<file path="src/rtl/iguana_reg_timeout.sv">
// iguana_reg_timeout
// Register-interface guard in front of the HyperBus configuration port.
// Each upstream request is captured and forwarded downstream. If the
// downstream slave stays silent for TimeoutCycles WAIT cycles, the upstream
// transfer is completed with an error. The stalled downstream request is
// then drained: it is held until it completes, and its response is dropped.
// Optional feature macro: IGUANA_REG_TIMEOUT_ADDR_LOG_EN adds timeout_addr_o,
// which holds the address of the most recent timed-out request.
module iguana_reg_timeout #(
  parameter int unsigned AddrWidth     = 48,
  parameter int unsigned DataWidth     = 32,
  parameter int unsigned TimeoutCycles = 1024,
  parameter int unsigned CntWidth      = $clog2(TimeoutCycles)
) (
  input  logic                   clk_i,
  input  logic                   rst_i,
  input  logic                   slv_valid_i,
  input  logic                   slv_write_i,
  input  logic [AddrWidth-1:0]   slv_addr_i,
  input  logic [DataWidth-1:0]   slv_wdata_i,
  input  logic [DataWidth/8-1:0] slv_wstrb_i,
  output logic                   slv_ready_o,
  output logic [DataWidth-1:0]   slv_rdata_o,
  output logic                   slv_error_o,
  output logic                   mst_valid_o,
  output logic                   mst_write_o,
  output logic [AddrWidth-1:0]   mst_addr_o,
  output logic [DataWidth-1:0]   mst_wdata_o,
  output logic [DataWidth/8-1:0] mst_wstrb_o,
  input  logic                   mst_ready_i,
  input  logic [DataWidth-1:0]   mst_rdata_i,
  input  logic                   mst_error_i,
  output logic                   timeout_o,
  output logic [15:0]            timeout_cnt_o,
`ifdef IGUANA_REG_TIMEOUT_ADDR_LOG_EN
  output logic [AddrWidth-1:0]   timeout_addr_o,
`endif
  input  logic                   clr_cnt_i
);

  // A timeout limit below 2 leaves no room for a downstream answer
  if (TimeoutCycles < 2) begin : g_param_check
    $error("iguana_reg_timeout: TimeoutCycles must be >= 2");
  end

  typedef enum logic [1:0] {
    ST_IDLE  = 2'd0,
    ST_WAIT  = 2'd1,
    ST_DRAIN = 2'd2
  } state_e;

  localparam logic [CntWidth-1:0] LastCnt = CntWidth'(TimeoutCycles - 1);

  state_e              state_r;
  state_e              state_next_s;
  logic [CntWidth-1:0] wait_cnt_r;
  logic [15:0]         tocnt_r;
  logic                accept_s;

  // A new request is taken only from IDLE, so requests arriving in DRAIN wait
  assign accept_s      = (state_r == ST_IDLE) && slv_valid_i;
  assign timeout_cnt_o = tocnt_r;

  // State register
  always_ff @(posedge clk_i or posedge rst_i) begin
    if (rst_i) begin
      state_r <= ST_IDLE;
    end else begin
      state_r <= state_next_s;
    end
  end

  // Next-state logic: a real answer in the last WAIT cycle beats the timeout
  always_comb begin
    state_next_s = state_r;
    case (state_r)
      ST_IDLE: begin
        if (slv_valid_i) begin
          state_next_s = ST_WAIT;
        end else begin
          state_next_s = ST_IDLE;
        end
      end
      ST_WAIT: begin
        if (mst_ready_i) begin
          state_next_s = ST_IDLE;
        end else if (wait_cnt_r == LastCnt) begin
          state_next_s = ST_DRAIN;
        end else begin
          state_next_s = ST_WAIT;
        end
      end
      ST_DRAIN: begin
        if (mst_ready_i) begin
          state_next_s = ST_IDLE;
        end else begin
          state_next_s = ST_DRAIN;
        end
      end
      default: state_next_s = ST_IDLE;
    endcase
  end

  // Output logic: upstream completion and timeout pulse, same cycle as cause
  always_comb begin
    mst_valid_o = 1'b0;
    slv_ready_o = 1'b0;
    slv_rdata_o = '0;
    slv_error_o = 1'b0;
    timeout_o   = 1'b0;
    case (state_r)
      ST_IDLE: begin
        mst_valid_o = 1'b0;
      end
      ST_WAIT: begin
        mst_valid_o = 1'b1;
        if (mst_ready_i) begin
          slv_ready_o = 1'b1;
          slv_rdata_o = mst_rdata_i;
          slv_error_o = mst_error_i;
        end else if (wait_cnt_r == LastCnt) begin
          slv_ready_o = 1'b1;
          slv_error_o = 1'b1;
          timeout_o   = 1'b1;
        end else begin
          slv_ready_o = 1'b0;
        end
      end
      ST_DRAIN: begin
        mst_valid_o = 1'b1;
      end
      default: begin
        mst_valid_o = 1'b0;
      end
    endcase
  end

  // Request capture: fields stay frozen until the next accepted request
  always_ff @(posedge clk_i or posedge rst_i) begin
    if (rst_i) begin
      mst_write_o <= 1'b0;
      mst_addr_o  <= '0;
      mst_wdata_o <= '0;
      mst_wstrb_o <= '0;
    end else if (accept_s) begin
      mst_write_o <= slv_write_i;
      mst_addr_o  <= slv_addr_i;
      mst_wdata_o <= slv_wdata_i;
      mst_wstrb_o <= slv_wstrb_i;
    end
  end

  // WAIT-cycle counter: restarted on capture, advanced while unanswered
  always_ff @(posedge clk_i or posedge rst_i) begin
    if (rst_i) begin
      wait_cnt_r <= '0;
    end else if (accept_s) begin
      wait_cnt_r <= '0;
    end else if ((state_r == ST_WAIT) && !mst_ready_i && (wait_cnt_r != LastCnt)) begin
      wait_cnt_r <= wait_cnt_r + CntWidth'(1);
    end
  end

  // Saturating timeout statistic; a timeout coinciding with a clear counts as 1
  always_ff @(posedge clk_i or posedge rst_i) begin
    if (rst_i) begin
      tocnt_r <= 16'd0;
    end else if (timeout_o) begin
      if (clr_cnt_i) begin
        tocnt_r <= 16'd1;
      end else if (tocnt_r != 16'hFFFF) begin
        tocnt_r <= tocnt_r + 16'd1;
      end
    end else if (clr_cnt_i) begin
      tocnt_r <= 16'd0;
    end
  end

`ifdef IGUANA_REG_TIMEOUT_ADDR_LOG_EN
  // Address of the latest timed-out request; a timeout wins over a clear
  always_ff @(posedge clk_i or posedge rst_i) begin
    if (rst_i) begin
      timeout_addr_o <= '0;
    end else if (timeout_o) begin
      timeout_addr_o <= mst_addr_o;
    end else if (clr_cnt_i) begin
      timeout_addr_o <= '0;
    end
  end
`endif

endmodule

</file>
<file path="config.mk">
export PLATFORM = sky130hd
export DESIGN_NAME = iguana_reg_timeout
export DESIGN_NICKNAME = d
export VERILOG_FILES = /design/src/rtl/iguana_reg_timeout.sv
export SDC_FILE = /design/constraint.sdc
export NUM_CORES = 1
export LEC_CHECK = 0
export CORE_MARGIN = 2
export CORE_UTILIZATION = 43
export DETAILED_ROUTE_END_ITERATION = 16
export PLACE_DENSITY_LB_ADDON = 0.25
export SYNTH_ARGS = -nofsm -noshare
export SYNTH_HDL_FRONTEND = slang
export SYNTH_SLANG_ARGS = --single-unit
</file>
<file path="constraint.sdc">
create_clock -name clk_i -period 10.4 [get_ports clk_i]
set_input_delay 2.08 -clock clk_i [delete_from_list [all_inputs] [get_ports clk_i]]
set_output_delay 2.08 -clock clk_i [all_outputs]
set_load 0.03 [all_outputs]
</file>
# --- Yosys cells after proc, flatten, opt, wreduce, memory -nomap -nowiden ---
# Cells that the tools add are included.
totals:
  ff_bits: 113
  word_cells: 45
  inputBits: 123
  output_inout_bits: 137
op_classes:
  mux: 21
  n_addsub: 2
  n_reduce_logical: 10
  n_eq_ne: 5
ops:
  columns: ["operator", "n"]
  rows:
  - ["$mux 16", 4]
  - ["$mux 32", 2]
  - ["$mux 10", 2]
  - ["$add 16x1->16 const B", 1]
  - ["$ne 16x16->1 const B", 1]
  - ["$add 10x1->10 const B", 1]
  - ["$eq 10x10->1 const B", 1]
  - ["$ne 10x10->1 const B", 1]
  - ["$mux 1", 9]
  - ["$mux 2", 3]
  - ["$pmux 2 s3", 1]
  - ["$reduce_bool 2->1", 3]
  - ["$logic_and 1x1->1", 3]
  - ["$eq 2x1->1 const B", 1]
  - ["$eq 2x2->1 const B", 1]
  - ["$logic_not 2->1", 1]
  - ["$reduce_and 2->1", 1]
  - ["$reduce_or 2->1", 1]
  - ["$logic_not 1->1", 1]

# --- Longest topological paths before layout ---
# Gate-level depths: netlist of run 1.
depth:
  word_depth: 6
  mapped_depth: 8
  ltp_nobuf: 7

# --- Least setup slack after synthesis of run 1 ---
# Ideal clock, no wire load.
synth_path:
  path_type: "input to output"
  start: "in mst_ready_i"
  end: "out slv_error_o"
  stages: 4
  required_ns: 8.320
  t_arrival_ns: 3.204
  n_path_buf: 1
  setup_slack_ns: 5.116
  cell_sequence: "clkbuf_1 > nand4b_4 > nor3_4 > a31o_2"
synth_via:
  elab_chain_len: 2
synth_lines:
  columns: ["item", "line_no", "rtl"]
  rows:
  - ["from (decl)", "30", "input logic mst_ready_i,"]
  - ["$mux 1", "117", "if (mst_ready_i) begin"]
  - ["$mux 1", "111", "case (state_r)"]
  - ["to (decl)", "24", "output logic slv_error_o,"]
# No other way between the ends.

# --- Worst setup path after layout of run 1 ---
# Same ends and word-level chain as after synthesis.

==> flow_summary.toml, run 1 <==
[timing]
fin_skew_ns = 0.005805
period_share = 0.6471
tightest_slew_ns = 0.9488
setup_tns_ns = 0
slew_violations = 0
rsz0062_at_grt = "false"
finalHoldViolations = 0
setup_viol = 0
fin_crit_ns = 6.730
fmax_mhz = 148.6
slew_headroom = 0.3655

[floorplanning]
die_area_mm2 = 0.01245
die_y_um = 111.6
initial_core_util = 0.4379
num_rows = 39
core_area_mm2 = 0.01137
io-pin-count = 260
die_w_um = 111.6

[clock_tree]
hold_buffers = 0
cts_tree = "built"
cts.repair.resized = 0
clk_latency_ns = 0.40
cts_inserted_buffers = 17
cts_setup_buffers = 0
htreeDepth = 4
clk_pin_slew_ns = 0.05
clock_path_buffers = 2
root_buffer = "clkbuf_16"
clkSinkCount = 113

[run]
max-cap-violations = 0

[synthesis]
yosysTopAreaCell = "dfrtp_1"
yosys-top-cells-area = "dfrtp_1 (57%), nand2_1 (20%), and3_1 (4.5%), clkbuf_1 (1.9%), xor2_1 (1.8%)"
ys_ff_latch = 113
syn_avg_cell_area_um2 = 8.843
synth_seq_area_share = 0.5680
synthesis.area_mm2 = 0.004979
syn-num-nets = 692
synth_top_area_share = 0.5680
yosys.cell_types.count = 34
async_flop_share = 1.000
ys.flop_type = "dfrtp_1"
synth_edf_count = 0
yosysWarnings = 0
synthCells = 563

[setup_path]
critPathMostFrequentCell = "clkdlybuf4s50_1"
crit_path_end_kind = "output port"
cp.arrival_ns = 4.65
crit_buf_inv = 2
critical-path-slowest-cell = "clkdlybuf4s50_1"
worst-setup-path-type = "in2out"
cp-start-kind = "input pin"
cpPeakStageDelay_ns = 0.92
critPathRequiredTime_ns = 8.32
crit_chain = "clkdlybuf4s50_1 -> nand4b_4 -> nor3_4 -> a31o_2 -> clkdlybuf4s50_1"
crit_fanout = 37
critical-path-top-delay-family = "buffers and inverters"

[global_route]
grt_pass1_vias = 4913
grt_pass1_wl_um = 24350
antenna_found_initial = 0
gr-usage-all-layers = 0.2434
grt_overflow = 0
grt_max_degree = 95

[detailed_routing]
met2_length_um = 7174
routed-wl-met3_um = 1355
via_count = 4718
drc_errors = 0
routed.top_layer = "met4"
ant_nets = 0
drtPass1Iterations = 4
drtIter0Drc = 219
wl_per_cell_um = 15.01
wl_met1_um = 5708
routed_wl_um = 14530
viasPerCell = 4.874

[cells_and_area]
areaGrowthSynthToFinish_pct = 66.25
nets = 942
drive_gt1_frac = 0.05333
antenna_cells = 0

[status]
status = "finished clean"

[power_and_ir_drop]
peakVddDrop_uv = 125.2
powerDensity_mw_per_mm2 = 199.3
power_w = 0.001650
p_leak_nw = 3.963

[placed_design]
place_hpwl_um = 10150
place.port_buffers = 259
gp_congestion = 0.7964

[hold_path]
hp-class = "reg2reg"
[final timing paths]
kind                                       startpoint                            to  slack, ns  cells after the start
max                                       mst_ready_i                   slv_error_o       3.67                      5
min                        mst_addr_o[27]$_DFFE_PP0P_    mst_addr_o[27]$_DFFE_PP0P_       0.47                      2
max reg2reg                      state_r[1]$_DFF_PP0_  timeout_cnt_o[5]$_DFFE_PP0P_       7.75                      7
min reg2reg                mst_addr_o[27]$_DFFE_PP0P_    mst_addr_o[27]$_DFFE_PP0P_       0.47                      2
max in group asynchronous                       rst_i    mst_addr_o[47]$_DFFE_PP0P_       7.05                      3
min in group asynchronous                       rst_i    mst_addr_o[19]$_DFFE_PP0P_       2.13                      2
[worst min-delay path, stage by stage, from the launching register on]
cell     delay [ns]
dfrtp_1        0.33
nand2_1        0.05
nand2_1        0.06
[power breakdown]
group | internal [W] | switching, W | total, W | leakage [nW]
combinational | 0.000207 | 0.000286 | 0.000493 | 2.22
sequential | 0.000513 | 0.0000427 | 0.000556 | 1.44
clock | 0.000410 | 0.000192 | 0.000601 | 0.305
total | 0.00113 | 0.000520 | 0.00165 | 3.96
[per-stage QoR]
stage	hold slack, ns	worst slack, ns	instances	utilization	area (um2)
after floorplan	0.4964	5.116	563	-	4979
after global placement	0.4563	3.826	937	0.6736	7659
after detailed placement	0.4611	3.714	937	0.6736	7659
after CTS	0.4745	3.705	968	0.7280	8277
after global routing	0.4943	3.519	968	0.7280	8277
final	0.4703	3.670	968	0.7280	8277
[cell usage after synthesis (all sizes together) (3+ instances only)]
library cell and instances:
xnor2 7, a21oi 8, or3 3, ha 6, dfrtp 113, inv 5
buf 5, and2 3, nor2 19, nand3 11, clkbuf 25, nor3 10
xor2 10, and3 36, o21ai 7, nand2 267, nand4 9
[cell families after synthesis]
logic type | count (synthesis) | synth area share
buffers and inverters | 35 | 0.02664
adders and majority gates | 6 | 0.01508
muxes | 1 | 0.002011
DFF | 113 | 0.5680
AOI/OAI and AO/OA | 19 | 0.02413
xor gates and xnor gates | 17 | 0.02991
and+or+nand+nor | 372 | 0.3343
[flip-flops by register name, indices dropped and copies added (netlist names)]
register,cells
timeout_cnt_o,16
mst_addr_o,48
mst_write_o,1
wait_cnt_r,10
mst_wstrb_o,4
state_r,2
mst_wdata_o,32
[cells in the final DEF, fill, tap and decap left out, drive strengths merged, types with 2 or more instances in the layout]
cell type / instances
and2: 3
nor2: 19
nor3: 10
nor4: 2
dfrtp: 113
and3: 36
clkdlybuf4s50: 259
o21ai: 7
and4: 2
and4bb: 2
ha: 6
xor2: 10
nand3b: 2
or3: 3
o211ai: 2
nand3: 11
or4: 2
bufinv: 4
buf: 2
clkinv: 6
nand2: 267
xnor2: 7
nand4: 9
clkbuf: 20
nor2b: 2
inv: 5
a21oi: 8
[area by class of cell]
type                            count  area [um2]
Clock buffer                       20       456.7
Clock inverter                     11       161.4
Fill cell                         834        3093
Inverter                            5       21.27
Multi-Input combinational cell    415        2023
Sequential cell                   113        2828
Tap cell                          143       178.9
Timing Repair Buffer              261        2608
[metal layers]
layer	up-vias	GRT usage
met3	24	0.1040
met5	-	0
met1	2213	0.2885
met4	0	0.08395
li1	2307	-
met2	174	0.4004
Note: power is estimated with default switching activity, not from simulation.
==> inputs of run 2 (changes only) <==
Settings changed: CORE_UTILIZATION 43 to 40.
Clock period 10.4 ns to 6.38 ns, I/O delays scaled along.
==> flow_summary.toml, run 2 (synthesized netlist as in run 1, its figures left out) <==
[power_and_ir_drop]
peakVddDrop_uv = 184.5
powerDensity_mw_per_mm2 = 304.4
p_leak_nw = 3.909
power_w = 0.002495

[global_route]
gr-usage-all-layers = 0.2203
grt_pass1_vias = 4625
grt.met1_usage = 0.2689
grt.busiest_layer = "met2"
grtUsageMet3 = 0.08944
use_met2 = 0.3462
grt_overflow = 0
antenna_found_initial = 0
grt_max_degree = 75
grt_pass1_wl_um = 23150

[detailed_routing]
viasPerCell = 4.685
routed_wl_um = 14130
drtPass1Iterations = 4
drc_errors = 0
via_count = 4666
wl_per_cell_um = 14.18
drtIter0Drc = 279
ant_nets = 0

[setup_path]
cpPeakStageDelay_ns = 0.66
cp-start-kind = "input pin"
r2r_cells = 7
crit_chain = "clkdlybuf4s50_1 -> buf_4 -> nand4b_4 -> nor3_4 -> a31o_2 -> clkdlybuf4s50_1"
worst-setup-path-type = "in2out"
critical-path-slowest-cell = "clkdlybuf4s50_1"
crit_path_end_kind = "output port"
cp.arrival_ns = 3.35
critPathMostFrequentCell = "clkdlybuf4s50_1"
critPathRequiredTime_ns = 5.10
crit_fanout = 37

[timing]
setup_tns_ns = 0
setup_viol = 0
finalHoldViolations = 0
rsz0062_at_grt = "false"
fmax_mhz = 216.2
fin_crit_ns = 4.626
fin_skew_ns = 0.007726
finalWorstSetupSlack_ns = 1.754
period_share = 0.7250
slew_violations = 0
tightest_slew_ns = 0.9780
slew_headroom = 0.3480

[clock_tree]
clkSinkCount = 113
hold_buffers = 0
cts_setup_buffers = 0
clock_path_buffers = 2
root_buffer = "clkbuf_16"
clk_latency_ns = 0.40
clk_pin_slew_ns = 0.05
cts.repair.resized = 0
cts_tree = "built"
cts_inserted_buffers = 17
htreeDepth = 4

[floorplanning]
initial_core_util = 0.4128
die_w_um = 115.6
die_y_um = 115.6
num_rows = 40
core_area_mm2 = 0.01206
die_area_mm2 = 0.01336
io-pin-count = 260

[hold_path]
holdPathStages = 2
hp-class = "reg2reg"

[cells_and_area]
largest_reg_flops = 48
final_common_cell = "nand2_1"
nets = 944
fin_cells = 996
seqCellArea_mm2 = 0.002828
areaGrowthSynthToFinish_pct = 64.64
antenna_cells = 0
regMostFlops = "mst_addr_o"
multi_input_area_mm2 = 0.002022
drive_gt1_frac = 0.04831
layout_common_cells = "nand2_1 (266), clkdlybuf4s50_1 (259), dfrtp_1 (113), and3_1 (36), nor2_1 (19)"
fillers = 960

[placed_design]
gp_congestion = 0.7819
place_hpwl_um = 10280
post-place-ws_ns = 1.754
place.port_buffers = 259
dp.cells = 964

[status]
status = "finished clean"

[run]
max-cap-violations = 0
run 2: critical path: cells and delay by family:
family / cells / cell delay, ns
buffers and inverters: 3 / 1.27
AOI/OAI and AO/OA: 1 / 0.17
and+or+nand+nor: 2 / 0.62
run 2: per-stage QoR:
stage	area, um2	util	hold slack [ns]
final	8197	0.6796	0.4689
after detailed placement	7704	0.6387	0.4613
after global placement	7704	0.6387	0.4565
after global routing	8197	0.6796	0.4946
after floorplan	4979	-	0.4964
after CTS	8197	0.6796	0.4737
run 2: layout make-up:
class | count | area share
clock inverters | 7 | 0.004579
flip-flops and latches | 113 | 0.3450
multi-input cells | 415 | 0.2467
inverters | 5 | 0.002595
clock buffers | 25 | 0.05556
well taps | 168 | 0.02564
repair buffers | 263 | 0.3200
run 2: path summary, 6_finish.rpt:
check / slack, ns / from / to
max in group asynchronous: 3.81 / rst_i / wait_cnt_r[5]$_DFFE_PP0P_
max reg2reg: 3.71 / state_r[1]$_DFF_PP0_ / timeout_cnt_o[11]$_DFFE_PP0P_
min in group asynchronous: 1.32 / rst_i / mst_write_o$_DFFE_PP0P_
min reg2reg: 0.47 / mst_wdata_o[19]$_DFFE_PP0P_ / mst_wdata_o[19]$_DFFE_PP0P_
max: 1.75 / mst_ready_i / slv_error_o
min: 0.47 / mst_wdata_o[19]$_DFFE_PP0P_ / mst_wdata_o[19]$_DFFE_PP0P_
run 2: layer usage:
layer  share of wire  vias to the layer above
met5               0                        -
met3           0.085                       27
met4           0.025                        0
li1                -                     2304
met1            0.42                     2173
met2            0.47                      162
run 2: power breakdown:
part	internal (W)	switching, W	leakage (nW)
registers	0.000837	0.0000669	1.44
logic	0.000338	0.000465	2.23
clock network	0.000490	0.000299	0.243
==> inputs of run 3 (changes only) <==
Settings changed: CORE_UTILIZATION 40 to 36.
Clock period 6.38 ns to 4.2 ns, I/O delays scaled along.
==> flow_summary.toml, run 3 (synthesized netlist as in run 1, its figures left out) <==
[cells_and_area]
regMostFlops = "mst_addr_o"
areaGrowthSynthToFinish_pct = 67.88
largest_reg_flops = 48
drive_gt1_frac = 0.05562
seqCellArea_mm2 = 0.002828
final_common_cell = "nand2_1"
layout_common_cells = "nand2_1 (266), clkdlybuf4s50_1 (259), dfrtp_1 (113), and3_1 (36), nor2_1 (19)"
fillers = 1109
multi_input_area_mm2 = 0.002023
nets = 944

[detailed_routing]
wl_per_cell_um = 14.71
ant_nets = 0
routed_wl_um = 14770
drc_errors = 0
drtPass1Iterations = 4
drtIter0Drc = 203
viasPerCell = 4.762
via_count = 4781

[timing]
fin_crit_ns = 3.517
rsz0062_at_grt = "false"
finalHoldViolations = 0
slew_violations = 0
setup_viol = 0
tightest_slew_ns = 0.9683
setup_tns_ns = 0
fmax_mhz = 284.3
period_share = 0.8374
slew_headroom = 0.3545
fin_skew_ns = 0.005073

[status]
status = "finished clean"

[clock_tree]
clk_latency_ns = 0.41
cts.repair.resized = 0
htreeDepth = 4
hold_buffers = 0
cts_inserted_buffers = 17
clk_pin_slew_ns = 0.05
root_buffer = "clkbuf_16"
clock_path_buffers = 2
cts_tree = "built"
clkSinkCount = 113
cts_setup_buffers = 0

[setup_path]
cp-start-kind = "input pin"
critPathRequiredTime_ns = 3.36
crit_path_end_kind = "output port"
worst-setup-path-type = "in2out"
cp.arrival_ns = 2.68
crit_fanout = 8

[power_and_ir_drop]
powerDensity_mw_per_mm2 = 492.7
power_w = 0.004118
peakVddDrop_uv = 247.1
p_leak_nw = 3.973

[floorplanning]
io-pin-count = 260
num_rows = 42
die_w_um = 121.6
initial_core_util = 0.3730
core_area_mm2 = 0.01335
die_y_um = 121.6
die_area_mm2 = 0.01479

[global_route]
grt_pass1_wl_um = 24040
grt_max_degree = 95
grt_overflow = 0
antenna_found_initial = 1
grt_pass1_vias = 4858
gr-usage-all-layers = 0.2069

[run]
max-cap-violations = 0

[placed_design]
place_hpwl_um = 10480
gp_congestion = 0.8286
place.port_buffers = 259

[hold_path]
hp-class = "reg2reg"
==> run 3: cell count changes in the layout (fill, tap and decap cells not counted), sizes merged <==
| cell | before | now |
|---|---|---|
| bufinv | 0 | 4 |
| clkbuf | 25 | 21 |
| clkinv | 6 | 3 |
| clkinvlp | 1 | 3 |
| diode | 0 | 1 |
==> run 3: final timing paths <==
kind	end	depth (start not counted)	from	slack (ns)
max in group asynchronous	mst_addr_o[32]$_DFFE_PP0P_	3	rst_i	2.53
worst max register to register	timeout_cnt_o[5]$_DFFE_PP0P_	8	state_r[1]$_DFF_PP0_	2.00
min in group asynchronous	timeout_cnt_o[4]$_DFFE_PP0P_	2	rst_i	0.90
worst max-delay path	slv_error_o	5	mst_ready_i	0.68
worst min register to register	mst_addr_o[16]$_DFFE_PP0P_	2	mst_addr_o[16]$_DFFE_PP0P_	0.47
worst min-delay path	mst_addr_o[16]$_DFFE_PP0P_	2	mst_addr_o[16]$_DFFE_PP0P_	0.47
==> run 3: routing by layer <==
metal	vias to the layer above	wire, um	part of all wire	global-route usage
met4	0	429	0.029	0.09124
met3	26	1336	0.090	0.09129
li1	2310	-	-	-
met2	183	6998	0.47	0.3248
met5	-	0	0	0
met1	2262	6001	0.41	0.2470
==> run 3: final cells by class <==
cell class | count | share of cell area
antenna | 1 | 0.0002994
clock buffer | 21 | 0.05629
clock inverter | 10 | 0.01886
inverter | 5 | 0.002545
multi-input combinational | 415 | 0.2421
sequential | 113 | 0.3383
tap | 176 | 0.02635
timing repair buffer | 263 | 0.3153
==> run 3: critical path, cell delays in order <==
cell and delay [ns]:
clkdlybuf4s50_1 0.43, nand4b_4 0.23, nor3_4 0.33, a31o_2 0.18, clkdlybuf4s50_1 0.66
==> run 3: stage by stage <==
step / utilization / cell area (um2) / hold slack, ns / worst slack [ns] / cells
after floorplan: - / 4979 / 0.4964 / 0.3726 / 563
after global placement: 0.5789 / 7727 / 0.4566 / 0.6988 / 972
after detailed placement: 0.5789 / 7727 / 0.4613 / 0.6891 / 972
after CTS: 0.6260 / 8356 / 0.4737 / 0.6637 / 1003
after global routing: 0.6262 / 8358 / 0.4896 / 0.5291 / 1004
final: 0.6262 / 8358 / 0.4681 / 0.6829 / 1004
==> run 3: power by group <==
part / switching, W / total, W / internal [W]
clock network: 0.000486 / 0.00152 / 0.00103
registers: 0.000103 / 0.00137 / 0.00127
logic: 0.000713 / 0.00123 / 0.000515
total: 0.00130 / 0.00412 / 0.00282
